`src/rtl/fifo_umbrales_if.sv`:
```
// Interface bundling the per-lane FIFO handshake, threshold inputs and status outputs.
// The master drives push/pop/data/thresholds; the slave (the FIFO) drives data and flags.
interface fifo_umbrales_if #(
    parameter int DATA_WIDTH = 10,
    parameter int ADDR_WIDTH = 3
);
    logic                  push;
    logic                  pop;
    logic [DATA_WIDTH-1:0] data_in;
    logic [2:0]            Umbral_superior;
    logic [2:0]            Umbral_inferior;
    logic [DATA_WIDTH-1:0] data_out;
    logic                  valid_out;
    logic [ADDR_WIDTH:0]   count;
    logic                  full;
    logic                  empty;
    logic                  almost_full;
    logic                  almost_empty;
    logic                  error;

    modport master (
        output push, pop, data_in, Umbral_superior, Umbral_inferior,
        input  data_out, valid_out, count, full, empty, almost_full, almost_empty, error
    );

    modport slave (
        input  push, pop, data_in, Umbral_superior, Umbral_inferior,
        output data_out, valid_out, count, full, empty, almost_full, almost_empty, error
    );
endinterface

```
`src/rtl/fifo_umbrales.sv`:
```
// Per-lane TLP word FIFO with almost-full/almost-empty threshold flags and a
// sticky overflow/underflow error bit; its empty flag feeds the lane controller.
module fifo_umbrales #(
    parameter int DATA_WIDTH = 10,
    parameter int ADDR_WIDTH = 3
) (
    input  logic            clk,
    input  logic            reset,
    fifo_umbrales_if.slave  bus
);
    localparam int DEPTH = 2 ** ADDR_WIDTH;
    localparam int CW    = ADDR_WIDTH + 1;

    logic [DATA_WIDTH-1:0] r_mem [DEPTH];
    logic [ADDR_WIDTH-1:0] r_wr_ptr;
    logic [ADDR_WIDTH-1:0] r_rd_ptr;
    logic [CW-1:0]         r_count;
    logic [DATA_WIDTH-1:0] r_data_out;
    logic                  r_valid_out;
    logic                  r_error;

    logic          w_full;
    logic          w_empty;
    logic          w_push_ok;
    logic          w_pop_ok;
    logic          w_err_ev;
    logic [CW-1:0] w_sup;
    logic [CW-1:0] w_inf;

    assign w_full  = (r_count == CW'(DEPTH));
    assign w_empty = (r_count == '0);

    // A push into a full FIFO is only legal when a pop frees the slot in the same edge.
    assign w_pop_ok  = bus.pop & ~w_empty;
    assign w_push_ok = bus.push & (~w_full | w_pop_ok);
    assign w_err_ev  = (bus.push & w_full & ~w_pop_ok) | (bus.pop & w_empty);

    assign w_sup = CW'(bus.Umbral_superior);
    assign w_inf = CW'(bus.Umbral_inferior);

    always_ff @(posedge clk) begin
        if (w_push_ok) begin
            r_mem[r_wr_ptr] <= bus.data_in;
        end
    end

    always_ff @(posedge clk or negedge reset) begin
        if (!reset) begin
            r_wr_ptr    <= '0;
            r_rd_ptr    <= '0;
            r_count     <= '0;
            r_data_out  <= '0;
            r_valid_out <= 1'b0;
            r_error     <= 1'b0;
        end else begin
            if (w_push_ok) begin
                r_wr_ptr <= r_wr_ptr + 1'b1;
            end
            if (w_pop_ok) begin
                r_data_out <= r_mem[r_rd_ptr];
                r_rd_ptr   <= r_rd_ptr + 1'b1;
            end
            r_valid_out <= w_pop_ok;
            r_count     <= r_count + CW'(w_push_ok) - CW'(w_pop_ok);
            if (w_err_ev) begin
                r_error <= 1'b1;
            end
        end
    end

    assign bus.data_out     = r_data_out;
    assign bus.valid_out    = r_valid_out;
    assign bus.count        = r_count;
    assign bus.full         = w_full;
    assign bus.empty        = w_empty;
    assign bus.almost_full  = (w_sup != '0) & (r_count >= w_sup);
    assign bus.almost_empty = (w_inf != '0) & (r_count <= w_inf);
    assign bus.error        = r_error;
endmodule

```
`src/flat_wrapper.sv`:
```
// flat-port wrapper written by rule: the top's interface ports become plain ports
module fifo_umbrales_flat 
#(
    parameter int DATA_WIDTH = 10,
    parameter int ADDR_WIDTH = 3
)
  (clk, reset, bus_push, bus_pop, bus_data_in, bus_Umbral_superior, bus_Umbral_inferior, bus_data_out, bus_valid_out, bus_count, bus_full, bus_empty, bus_almost_full, bus_almost_empty, bus_error);
  fifo_umbrales_if #(.DATA_WIDTH(DATA_WIDTH), .ADDR_WIDTH(ADDR_WIDTH)) bus_i ();
  input  logic clk;
  input  logic reset;
  input wire logic [$bits(bus_i.push)-1:0] bus_push;
  input wire logic [$bits(bus_i.pop)-1:0] bus_pop;
  input wire logic [$bits(bus_i.data_in)-1:0] bus_data_in;
  input wire logic [$bits(bus_i.Umbral_superior)-1:0] bus_Umbral_superior;
  input wire logic [$bits(bus_i.Umbral_inferior)-1:0] bus_Umbral_inferior;
  output wire logic [$bits(bus_i.data_out)-1:0] bus_data_out;
  output wire logic [$bits(bus_i.valid_out)-1:0] bus_valid_out;
  output wire logic [$bits(bus_i.count)-1:0] bus_count;
  output wire logic [$bits(bus_i.full)-1:0] bus_full;
  output wire logic [$bits(bus_i.empty)-1:0] bus_empty;
  output wire logic [$bits(bus_i.almost_full)-1:0] bus_almost_full;
  output wire logic [$bits(bus_i.almost_empty)-1:0] bus_almost_empty;
  output wire logic [$bits(bus_i.error)-1:0] bus_error;
  assign bus_i.push = bus_push;
  assign bus_i.pop = bus_pop;
  assign bus_i.data_in = bus_data_in;
  assign bus_i.Umbral_superior = bus_Umbral_superior;
  assign bus_i.Umbral_inferior = bus_Umbral_inferior;
  assign bus_data_out = bus_i.data_out;
  assign bus_valid_out = bus_i.valid_out;
  assign bus_count = bus_i.count;
  assign bus_full = bus_i.full;
  assign bus_empty = bus_i.empty;
  assign bus_almost_full = bus_i.almost_full;
  assign bus_almost_empty = bus_i.almost_empty;
  assign bus_error = bus_i.error;
  fifo_umbrales #(.DATA_WIDTH(DATA_WIDTH), .ADDR_WIDTH(ADDR_WIDTH)) u_core (.clk(clk), .reset(reset), .bus(bus_i));
endmodule
```
`config.mk`:
```
export PLATFORM = sky130hd
export DESIGN_NAME = fifo_umbrales_flat
export DESIGN_NICKNAME = d
export VERILOG_FILES = /design/src/rtl/fifo_umbrales_if.sv /design/src/rtl/fifo_umbrales.sv /design/src/flat_wrapper.sv
export SDC_FILE = /design/constraint.sdc
export NUM_CORES = 1
export LEC_CHECK = 0
export CORE_ASPECT_RATIO = 0.8
export CORE_UTILIZATION = 25
export DETAILED_ROUTE_END_ITERATION = 8
export GPL_TIMING_DRIVEN = 1
export PLACE_DENSITY = 0.4
export SYNTH_ARGS = -nofsm -noshare
export SYNTH_HDL_FRONTEND = slang
export SYNTH_SLANG_ARGS = --single-unit
```
`constraint.sdc`:
```
create_clock -name clk -period 2.8 [get_ports clk]
set_input_delay 0.42 -clock clk [delete_from_list [all_inputs] [get_ports clk]]
set_output_delay 0.42 -clock clk [all_outputs]
set_load 0.02 [all_outputs]
```
==> results.json, run 1 <==
{
  "synthMuxAreaShare_pct": 9.950,
  "htree_levels": 3,
  "tns_ps": 0,
  "end_kind": "primary output",
  "diodes": 0,
  "r2r_slack_ps": 520,
  "ys_async_sr_fraction_pct": 21.57,
  "grt_usage_pct": 11.58,
  "reg2reg_depth": 9,
  "setup_violations": 0,
  "syn_area_um2": 4288,
  "clkSlewWorstSetupHoldPaths_ps": 70,
  "status": "finished clean",
  "path_class": "in -> out",
  "r2r-start": "u_core.bus.count[2]",
  "synth-edff-count": 80,
  "synth_top_family_by_area": "multiplexers",
  "area_growth_pct": 25.12,
  "hold_violations": 0,
  "syn_inst": 277,
  "yosysSeqAreaShare_pct": 68.86,
  "worst_pin_slew_ps": 584.1,
  "place_congestion": 0.6732,
  "synthSimpleGateAreaFrac_pct": 5.836,
  "critical_path_required_ps": 2380,
  "dp.cells": 547,
  "num_vias": 2377,
  "cts_tree": "yes",
  "root_buffer": "clkbuf_16",
  "relSlewSlack_pct": 61.06,
  "num_rows": 42,
  "die_y_um": 119.1,
  "finalWirelength_mm": 9.607,
  "drtIter0Drc": 104,
  "dieArea_um2": 17680,
  "syn_avg_cell_area_um2": 15.48,
  "dp_hpwl_mm": 6.305,
  "layout_setup_ws_ps": 159.1,
  "netlist-cell-type-count": 34,
  "nets": 373,
  "cts_buffer_depth": 2,
  "ioPinCount": 40,
  "initial_core_util_pct": 25.74,
  "yosys_warnings": 0,
  "dr.pass1.iters": 4,
  "p_leak_uw": 0.002056,
  "cts_setup_buffers": 0,
  "post-place-ws_ps": 23.59,
  "hp-class": "in -> async",
  "ys_ff_latch": 102,
  "synthesis.nets": 312,
  "antenna_found_initial": 0,
  "hold_slack_ps": 459.1,
  "cts_buffers": 9,
  "wl_per_cell_um": 17.06,
  "ctsHoldBuffers": 0,
  "grt_max_degree": 30,
  "vias_per_cell": 4.222,
  "grt-ovfl-total": 0,
  "peakVddDrop_uv": 353.2,
  "drive_gt1_share_pct": 13.41,
  "grt_pass1_wl_mm": 14.69,
  "p_per_area_nw_per_um2": 1013,
  "fin_crit_ps": 2641,
  "numClockSinks": 102,
  "finalCritPeriodShare_pct": 94.32,
  "rsz0062_at_grt": "no",
  "synth_compound_area_share_pct": 6.420,
  "drv_cap": 0,
  "ant_nets": 0,
  "drc_errors": 0,
  "chipWidth_um": 148.4,
  "critPathLaunchType": "input pin",
  "synth_top_flop_cell": "edfxtp_1",
  "grt_pass1_vias": 2493,
  "slew_viol_final": 0,
  "fmax_mhz": 378.7,
  "cp.arrival_ps": 2220,
  "finClkSkew_ps": 9.426,
  "synth_fa_ha_area_share_pct": 4.552,
  "fin_cells": 563,
  "coreArea_um2": 16660,
  "r2r-end": "u_core.bus.count[2]",
  "synth-xor-area-share_pct": 1.226,
  "worstSkewPairLatency_ps": 340,
  "numPortBuffers": 39,
  "crit_fanout": 2
}
-- layout by cell type, fill, tap and decap left out, types with 2 or more instances in the layout --
cell type / n
nand3_1: 10
nor2_1: 8
dfrtp_1: 20
nor2b_1: 3
buf_4: 21
nand2_1: 14
inv_1: 13
nor3_1: 3
edfxtp_1: 80
xnor2_1: 2
a22oi_1: 20
mux2i_1: 40
nand2b_1: 4
a21oi_1: 3
nor3_2: 2
o21ai_0: 12
dfrtp_2: 2
clkdlybuf4s50_1: 38
xor2_1: 4
clkinvlp_4: 2
clkbuf_8: 2
ha_1: 14
clkbuf_16: 10
-- synth_stat cells (2+ instances only) --
library cell | instances | share of area, %
nand3_1 | 10 | 1.2
o21ai_0 | 12 | 1.4
a22oi_1 | 20 | 3.5
inv_1 | 13 | 1.1
nand2b_1 | 4 | 0.58
dfrtp_1 | 22 | 13
edfxtp_1 | 80 | 56
ha_1 | 14 | 4.1
mux2i_1 | 40 | 9.3
buf_6 | 2 | 0.53
a21oi_1 | 3 | 0.35
nor3_1 | 5 | 0.58
nand2_1 | 14 | 1.2
clkbuf_1 | 3 | 0.26
nor2b_1 | 3 | 0.44
buf_2 | 2 | 0.23
buf_8 | 2 | 0.70
nor2_1 | 8 | 0.70
xnor2_1 | 2 | 0.41
xor2_1 | 4 | 0.82
-- per-layer routing --
layer | routed length, um | global-route usage (%) | share of wire, %
met1 | 4651 | 15.71 | 48
met2 | 4544 | 18.40 | 47
met3 | 340 | 2.874 | 3.5
met4 | 70 | 2.899 | 0.73
met5 | 0 | 0 | 0
-- per-stage QoR --
step           power [uW]  util, %  area [um^2]
2_1_floorplan        3475        -         4288
3_3_place_gp         4253    30.35         5056
3_5_place_dp         4271    30.35         5056
4_1_cts              5532    32.19         5363
5_1_grt              5773    32.21         5365
6_report             5432    32.21         5365
-- how the worst max path moves through the flow --
stage | start | end | slack, ps | cells past startpoint
floorplan | u_core.bus.count[2] | u_core.r_mem[0][0] | 350 | 6
global placement | bus_Umbral_inferior[1] | bus_almost_empty | 60 | 8
detailed placement | bus_Umbral_inferior[1] | bus_almost_empty | 20 | 8
CTS | bus_Umbral_inferior[1] | bus_almost_empty | 5 | 8
global route | u_core.bus.count[0] | bus_almost_full | 6 | 7
finish | bus_Umbral_superior[1] | bus_almost_full | 160 | 7
-- area by class of cell --
cell class	instances	area, um^2
Fill cell	1657	11290
Sequential cell	102	2955
Multi-Input combinational cell	151	1210
Timing Repair Buffer	61	570.5
Clock buffer	13	281.5
Tap cell	220	275.3
Inverter	13	48.80
Clock inverter	3	23.77
-- kinds of logic after synthesis --
| family | after synthesis |
|---|---|
| fa+ha+maj | 15 |
| compound gates | 40 |
| flops | 102 |
| simple gates | 48 |
| buf+inv | 24 |
| mux | 42 |
| xor+xnor | 6 |
-- what timing repair did --
action	in CTS	in global routing
endpoints found under the setup margin	1	1
resized for setup	1	1
gates cloned	0	0
-- worst max-delay path, cell delays in order --
cell and delay [ps]:
clkdlybuf4s50_1 490, inv_1 50, ha_1 260, a21boi_0 160, o21ai_0 100, a21oi_1 130, clkdlybuf4s50_1 610
-- report_power, final --
| part | switching, uW | total (uW) | internal [uW] |
|---|---|---|---|
| clock | 538 | 1250 | 710 |
| sequential | 241 | 2220 | 1980 |
| combinational | 1070 | 1960 | 899 |
| total | 1850 | 5430 | 3590 |
-- sequential cells by signal (all words and copies together), names as in the netlist --
name	flops
u_core.bus.count	4
u_core.bus.data_out	10
u_core.bus.error	1
u_core.bus.valid_out	1
u_core.r_mem	80
u_core.r_rd_ptr	3
u_core.r_wr_ptr	3
(Power assumes the default switching activity.)
==> run 2: changes to the inputs <==
Settings changed: SKIP_CTS_REPAIR_TIMING from default to 1.
Clock period 2.8 ns to 2.5 ns, I/O delays scaled along.
==> results.json, run 2 (synthesized netlist as in run 1, its figures left out) <==
{
  "critical_path_required_ps": 2120,
  "dieArea_um2": 17680,
  "p_leak_uw": 0.002076,
  "dp.cells": 549,
  "grt_pass1_wl_mm": 14.56,
  "mostFrequentLayoutCells": "edfxtp_1 (80), mux2i_1 (40), clkdlybuf4s50_1 (36), buf_4 (22), dfrtp_1 (21)",
  "post-route-util_pct": 32.16,
  "diodes": 0,
  "fmax_mhz": 426.9,
  "cts_tree": "yes",
  "grt-ovfl-total": 0,
  "relSlewSlack_pct": 59.68,
  "hold_slack_ps": 409.8,
  "chipWidth_um": 148.4,
  "p_clk_share_pct": 20.9,
  "finalCritPeriodShare_pct": 93.70,
  "seqPwrFrac_pct": 41.6,
  "hp-class": "in -> async",
  "antenna_found_initial": 0,
  "num_vias": 2404,
  "setup_violations": 0,
  "numPortBuffers": 39,
  "hold_violations": 0,
  "numClockSinks": 102,
  "grt_usage_pct": 11.53,
  "grt_max_degree": 30,
  "peakVddDrop_uv": 356.0,
  "num_rows": 42,
  "vias_per_cell": 4.255,
  "rsz0062_at_grt": "no",
  "dp_hpwl_mm": 6.241,
  "path_class": "reg -> out",
  "worst_pin_slew_ps": 604.8,
  "pwr-share-comb_pct": 37.4,
  "status": "finished clean",
  "ant_nets": 0,
  "nets": 375,
  "p_int_uw": 3915,
  "critPathSlowestCell": "clkdlybuf4s50_1",
  "crit_fanout": 4,
  "crit_chain": "inv_1 > ha_1 > nor3b_4 > clkdlybuf4s50_1",
  "top_register": "u_core.r_mem",
  "switchingPower_uw": 2050,
  "drtIter0Drc": 124,
  "wl_per_cell_um": 16.77,
  "drc_errors": 0,
  "drive_gt1_share_pct": 12.46,
  "place_congestion": 0.6778,
  "clkSlewWorstSetupHoldPaths_ps": 70,
  "worstSkewPairLatency_ps": 340,
  "initial_core_util_pct": 25.74,
  "area_growth_pct": 24.95,
  "finClkSkew_ps": 6.887,
  "cp.arrival_ps": 1970,
  "ioPinCount": 40,
  "cts_buffers": 9,
  "cpPeakStageDelay_ps": 650,
  "htree_levels": 3,
  "dr.pass1.iters": 4,
  "drv_cap": 0,
  "largest_reg_flops": 80,
  "final_common_cell": "edfxtp_1",
  "p_per_area_nw_per_um2": 1113,
  "coreArea_um2": 16660,
  "fin_cells": 565,
  "swShare_pct": 34.36,
  "critPathLaunchType": "flip-flop",
  "root_buffer": "clkbuf_16",
  "die_y_um": 119.1,
  "end_kind": "primary output",
  "grt_pass1_vias": 2405,
  "fin_crit_ps": 2342,
  "cts_buffer_depth": 2,
  "slew_viol_final": 0,
  "finalWirelength_mm": 9.473
}
## run 2: cell types whose count changed in the layout (fill, tap and decap cells not counted), sizes merged
cell / before / now
buf: 22 / 24
clkbuf: 13 / 12
dlymetal6s2s: 1 / 3
inv: 14 / 13
clkdlybuf4s50: 38 / 36
clkinv: 0 / 3
clkinvlp: 2 / 1
## run 2: cell type report
| class | count | area (um^2) |
|---|---|---|
| fill | 1612 | 11300 |
| sequential | 102 | 2954 |
| multi-input combinational | 151 | 1216 |
| timing repair buffer | 63 | 603.1 |
| tap | 220 | 275.3 |
| clock buffer | 12 | 236.5 |
| inverter | 13 | 48.80 |
| clock inverter | 4 | 23.77 |
## run 2: worst paths after layout
kind,startpoint,end,slack (ps),cells after the start
setup / recovery,u_core.bus.count[2],bus_full,160,4
hold / removal,reset,u_core.bus.error,410,2
setup reg to reg,u_core.bus.count[2],u_core.bus.count[2],250,9
hold reg to reg,u_core.bus.error,u_core.bus.error,500,1
max in group asynchronous,reset,u_core.r_rd_ptr[0],1810,2
min in group clk,u_core.bus.error,u_core.bus.error,500,1
## run 2: metrics by stage
step | total power (uW) | TNS [ps] | setup slack [ps] | instance area, um^2
floorplan | 3892 | 0 | 51.45 | 4288
global placement | 4779 | -150.6 | -141.6 | 5084
detailed placement | 4785 | -189.5 | -177.4 | 5084
CTS | 6059 | -270.5 | -174.0 | 5344
global route | 6371 | 0 | 57.10 | 5358
finish | 5965 | 0 | 157.5 | 5358
## run 2: layer usage
metal	GRT usage, %	vias to the layer above	wire (um)
met5	0	-	0
met4	3.479	0	89
met3	3.065	8	303
met2	17.52	29	4308
met1	15.93	1205	4771
li1	-	1162	-
## run 2: power groups by stage
| stage | combinational, uW | sequential (uW) | clock, uW |
|---|---|---|---|
| floorplan | 1330 | 2560 | 0 |
| global placement | 2250 | 2530 | 0 |
| detailed placement | 2260 | 2520 | 0 |
| CTS | 2270 | 2490 | 1290 |
| global route | 2480 | 2530 | 1360 |
| finish | 2230 | 2480 | 1250 |
## run 2: worst max-delay path: cells and delay by family, from the launching register on
| kind | cells | cell delay [ps] |
|---|---|---|
| adders and majority gates | 1 | 160 |
| DFF | 1 | 420 |
| buffers and inverters | 2 | 780 |
| and+or+nand+nor | 1 | 260 |
==> run 3: changes to the inputs <==
Settings changed: ABC_AREA from default to 1, CTS_CLUSTER_DIAMETER from default to 120.
==> results.json, run 3 <==
{
  "end_kind": "primary output",
  "dpl_cell_area_um2": 5335,
  "relSlewSlack_pct": 62.23,
  "r2r-end": "u_core.bus.count[2]",
  "syn_avg_cell_area_um2": 10.20,
  "numPortBuffers": 39,
  "rsz0062_at_grt": "no",
  "critical_path_required_ps": 2120,
  "dr.pass1.iters": 4,
  "coreArea_um2": 17650,
  "diodes": 0,
  "top_register": "u_core.r_mem",
  "peakVddDrop_uv": 432.1,
  "cts_tree": "yes",
  "die_y_um": 123.1,
  "status": "finished clean",
  "hold_violations": 0,
  "critPathLaunchType": "flip-flop",
  "hp-class": "in -> async",
  "ys_ff_latch": 102,
  "drv_cap": 0,
  "dp_hpwl_mm": 7.283,
  "yosysMostFrequentCell": "nand2_1",
  "clkSlewWorstSetupHoldPaths_ps": 70,
  "post-route-util_pct": 32.15,
  "finalCritPeriodShare_pct": 90.96,
  "ioPinCount": 40,
  "fmax_mhz": 439.7,
  "htree_levels": 3,
  "synthesis.nets": 484,
  "grt_pass1_vias": 2882,
  "crit_fanout": 4,
  "r2r-start": "u_core.bus.count[2]",
  "finalWirelength_mm": 11.21,
  "cts_buffer_depth": 2,
  "yosys_warnings": 0,
  "netlist-cell-type-count": 25,
  "synth-edff-count": 80,
  "post-place-ws_ps": -36.86,
  "reg2reg_depth": 10,
  "num_vias": 2989,
  "num_rows": 43,
  "initial_core_util_pct": 25.96,
  "ant_nets": 0,
  "area_growth_pct": 23.87,
  "synth_common_cells": "nand2_1 (140), edfxtp_1 (80), inv_1 (77), nand3_1 (63), dfrtp_1 (22)",
  "root_buffer": "clkbuf_16",
  "p_leak_uw": 0.002529,
  "nets": 537,
  "n_fill_cell": 1803,
  "numClockSinks": 102,
  "setup_violations": 0,
  "syn_area_um2": 4581,
  "synth_area_leaders": "edfxtp_1 (52%), dfrtp_1 (12%), nand2_1 (11%), nand3_1 (6.9%), inv_1 (6.3%)",
  "postLayoutCellArea_um2": 5674,
  "fin_crit_ps": 2274,
  "drive_gt1_share_pct": 9.073,
  "worstSkewPairLatency_ps": 350,
  "wl_per_cell_um": 15.31,
  "layout_setup_ws_ps": 226.0,
  "synth.top_cell.area_share_pct": 52.44,
  "cp.arrival_ps": 1900,
  "worst_pin_slew_ps": 566.0,
  "grt_usage_pct": 12.82,
  "mostFrequentLayoutCells": "nand2_1 (140), edfxtp_1 (80), inv_1 (77), nand3_1 (63), clkdlybuf4s50_1 (36)",
  "cts_buffers": 9,
  "chipWidth_um": 153.3,
  "yosysSeqAreaShare_pct": 64.46,
  "final_common_cell": "nand2_1",
  "drc_errors": 0,
  "largest_reg_flops": 80,
  "grt_max_degree": 42,
  "r2r_slack_ps": 290,
  "finClkSkew_ps": 9.613,
  "hold_slack_ps": 395.3,
  "synth_top_area_cell": "edfxtp_1",
  "ys_async_sr_fraction_pct": 21.57,
  "drtIter0Drc": 155,
  "place_congestion": 0.7008,
  "syn_inst": 449,
  "synth_top_flop_cell": "edfxtp_1",
  "antenna_found_initial": 0,
  "slew_viol_final": 0,
  "fin_total_pwr_uw": 6403,
  "path_class": "reg -> out",
  "p_per_area_nw_per_um2": 1128,
  "dieArea_um2": 18870,
  "grt-ovfl-total": 0,
  "vias_per_cell": 4.083,
  "grt_pass1_wl_mm": 17.49
}
-- run 3: cell count changes in the layout (fill, tap and decap cells not counted), moves of 4 or more --
cell      change
o21ai_0       -8
mux2i_1      -40
inv_2         +4
a22oi_1      -20
nand2b_1      -4
nand3_1      +53
nand2_1     +126
inv_1        +64
-- run 3: through the flow --
step	std cells	setup TNS, ps
floorplan	449	0
global placement	716	-30.21
detailed placement	716	-36.86
CTS	732	-125.9
global route	732	0
finish	732	0
-- run 3: cells by family (layout without fill, tap and decap cells) --
logic type               count (synthesis)  in the layout  share of synthesized area, %
adder cells (fa/ha/maj)                 15             15                         4.261
buffers and inverters                   98            156                         8.386
XOR/XNOR                                 5              5                        0.9562
AO/OA/AOI/OAI                           10             10                         1.448
flip-flops                             102            102                         64.46
AND/OR/NAND/NOR                        219            219                         20.49
-- run 3: worst max-delay path by stage --
stage / slack [ps] / end / cells after the start / startpoint
after floorplan: 230 / u_core.bus.count[2] / 11 / u_core.bus.count[2]
after global routing: 120 / bus_empty / 5 / u_core.bus.count[2]
after global placement: -30 / bus_almost_empty / 7 / bus_Umbral_inferior[2]
final: 230 / bus_empty / 5 / u_core.bus.count[2]
after detailed placement: -40 / bus_almost_empty / 7 / bus_Umbral_inferior[2]
after CTS: -80 / bus_almost_full / 9 / u_core.bus.count[0]
-- run 3: area by class of cell --
| cell class | count | area, um^2 | area share (%) |
|---|---|---|---|
| sequential | 102 | 2953 | 52.04 |
| clock inverter | 6 | 92.59 | 1.632 |
| tap | 225 | 281.5 | 4.961 |
| multi-input combinational | 249 | 1244 | 21.92 |
| clock buffer | 10 | 239.0 | 4.212 |
| timing repair buffer | 59 | 560.5 | 9.879 |
| inverter | 81 | 304.0 | 5.358 |
-- run 3: routing by layer --
metal | track usage [%] | part of all wire (%) | wire length, um
met3 | 3.645 | 3.0 | 341
met1 | 17.48 | 51 | 5730
met4 | 3.188 | 1.0 | 114
met5 | 0 | 0 | 0
met2 | 20.12 | 45 | 5022
-- run 3: report_power, final --
group / total (uW) / switching [uW] / internal (uW)
logic: 2470 / 1540 / 929
registers: 2360 / 185 / 2180
clock network: 1570 / 652 / 914
total: 6400 / 2380 / 4020
-- run 3: worst max-delay path, stage by stage (launching register included) --
cell             delay, ps
dfrtp_1                430
inv_1                  130
ha_1                   180
nand3_2                110
inv_1                   90
clkdlybuf4s50_1        600
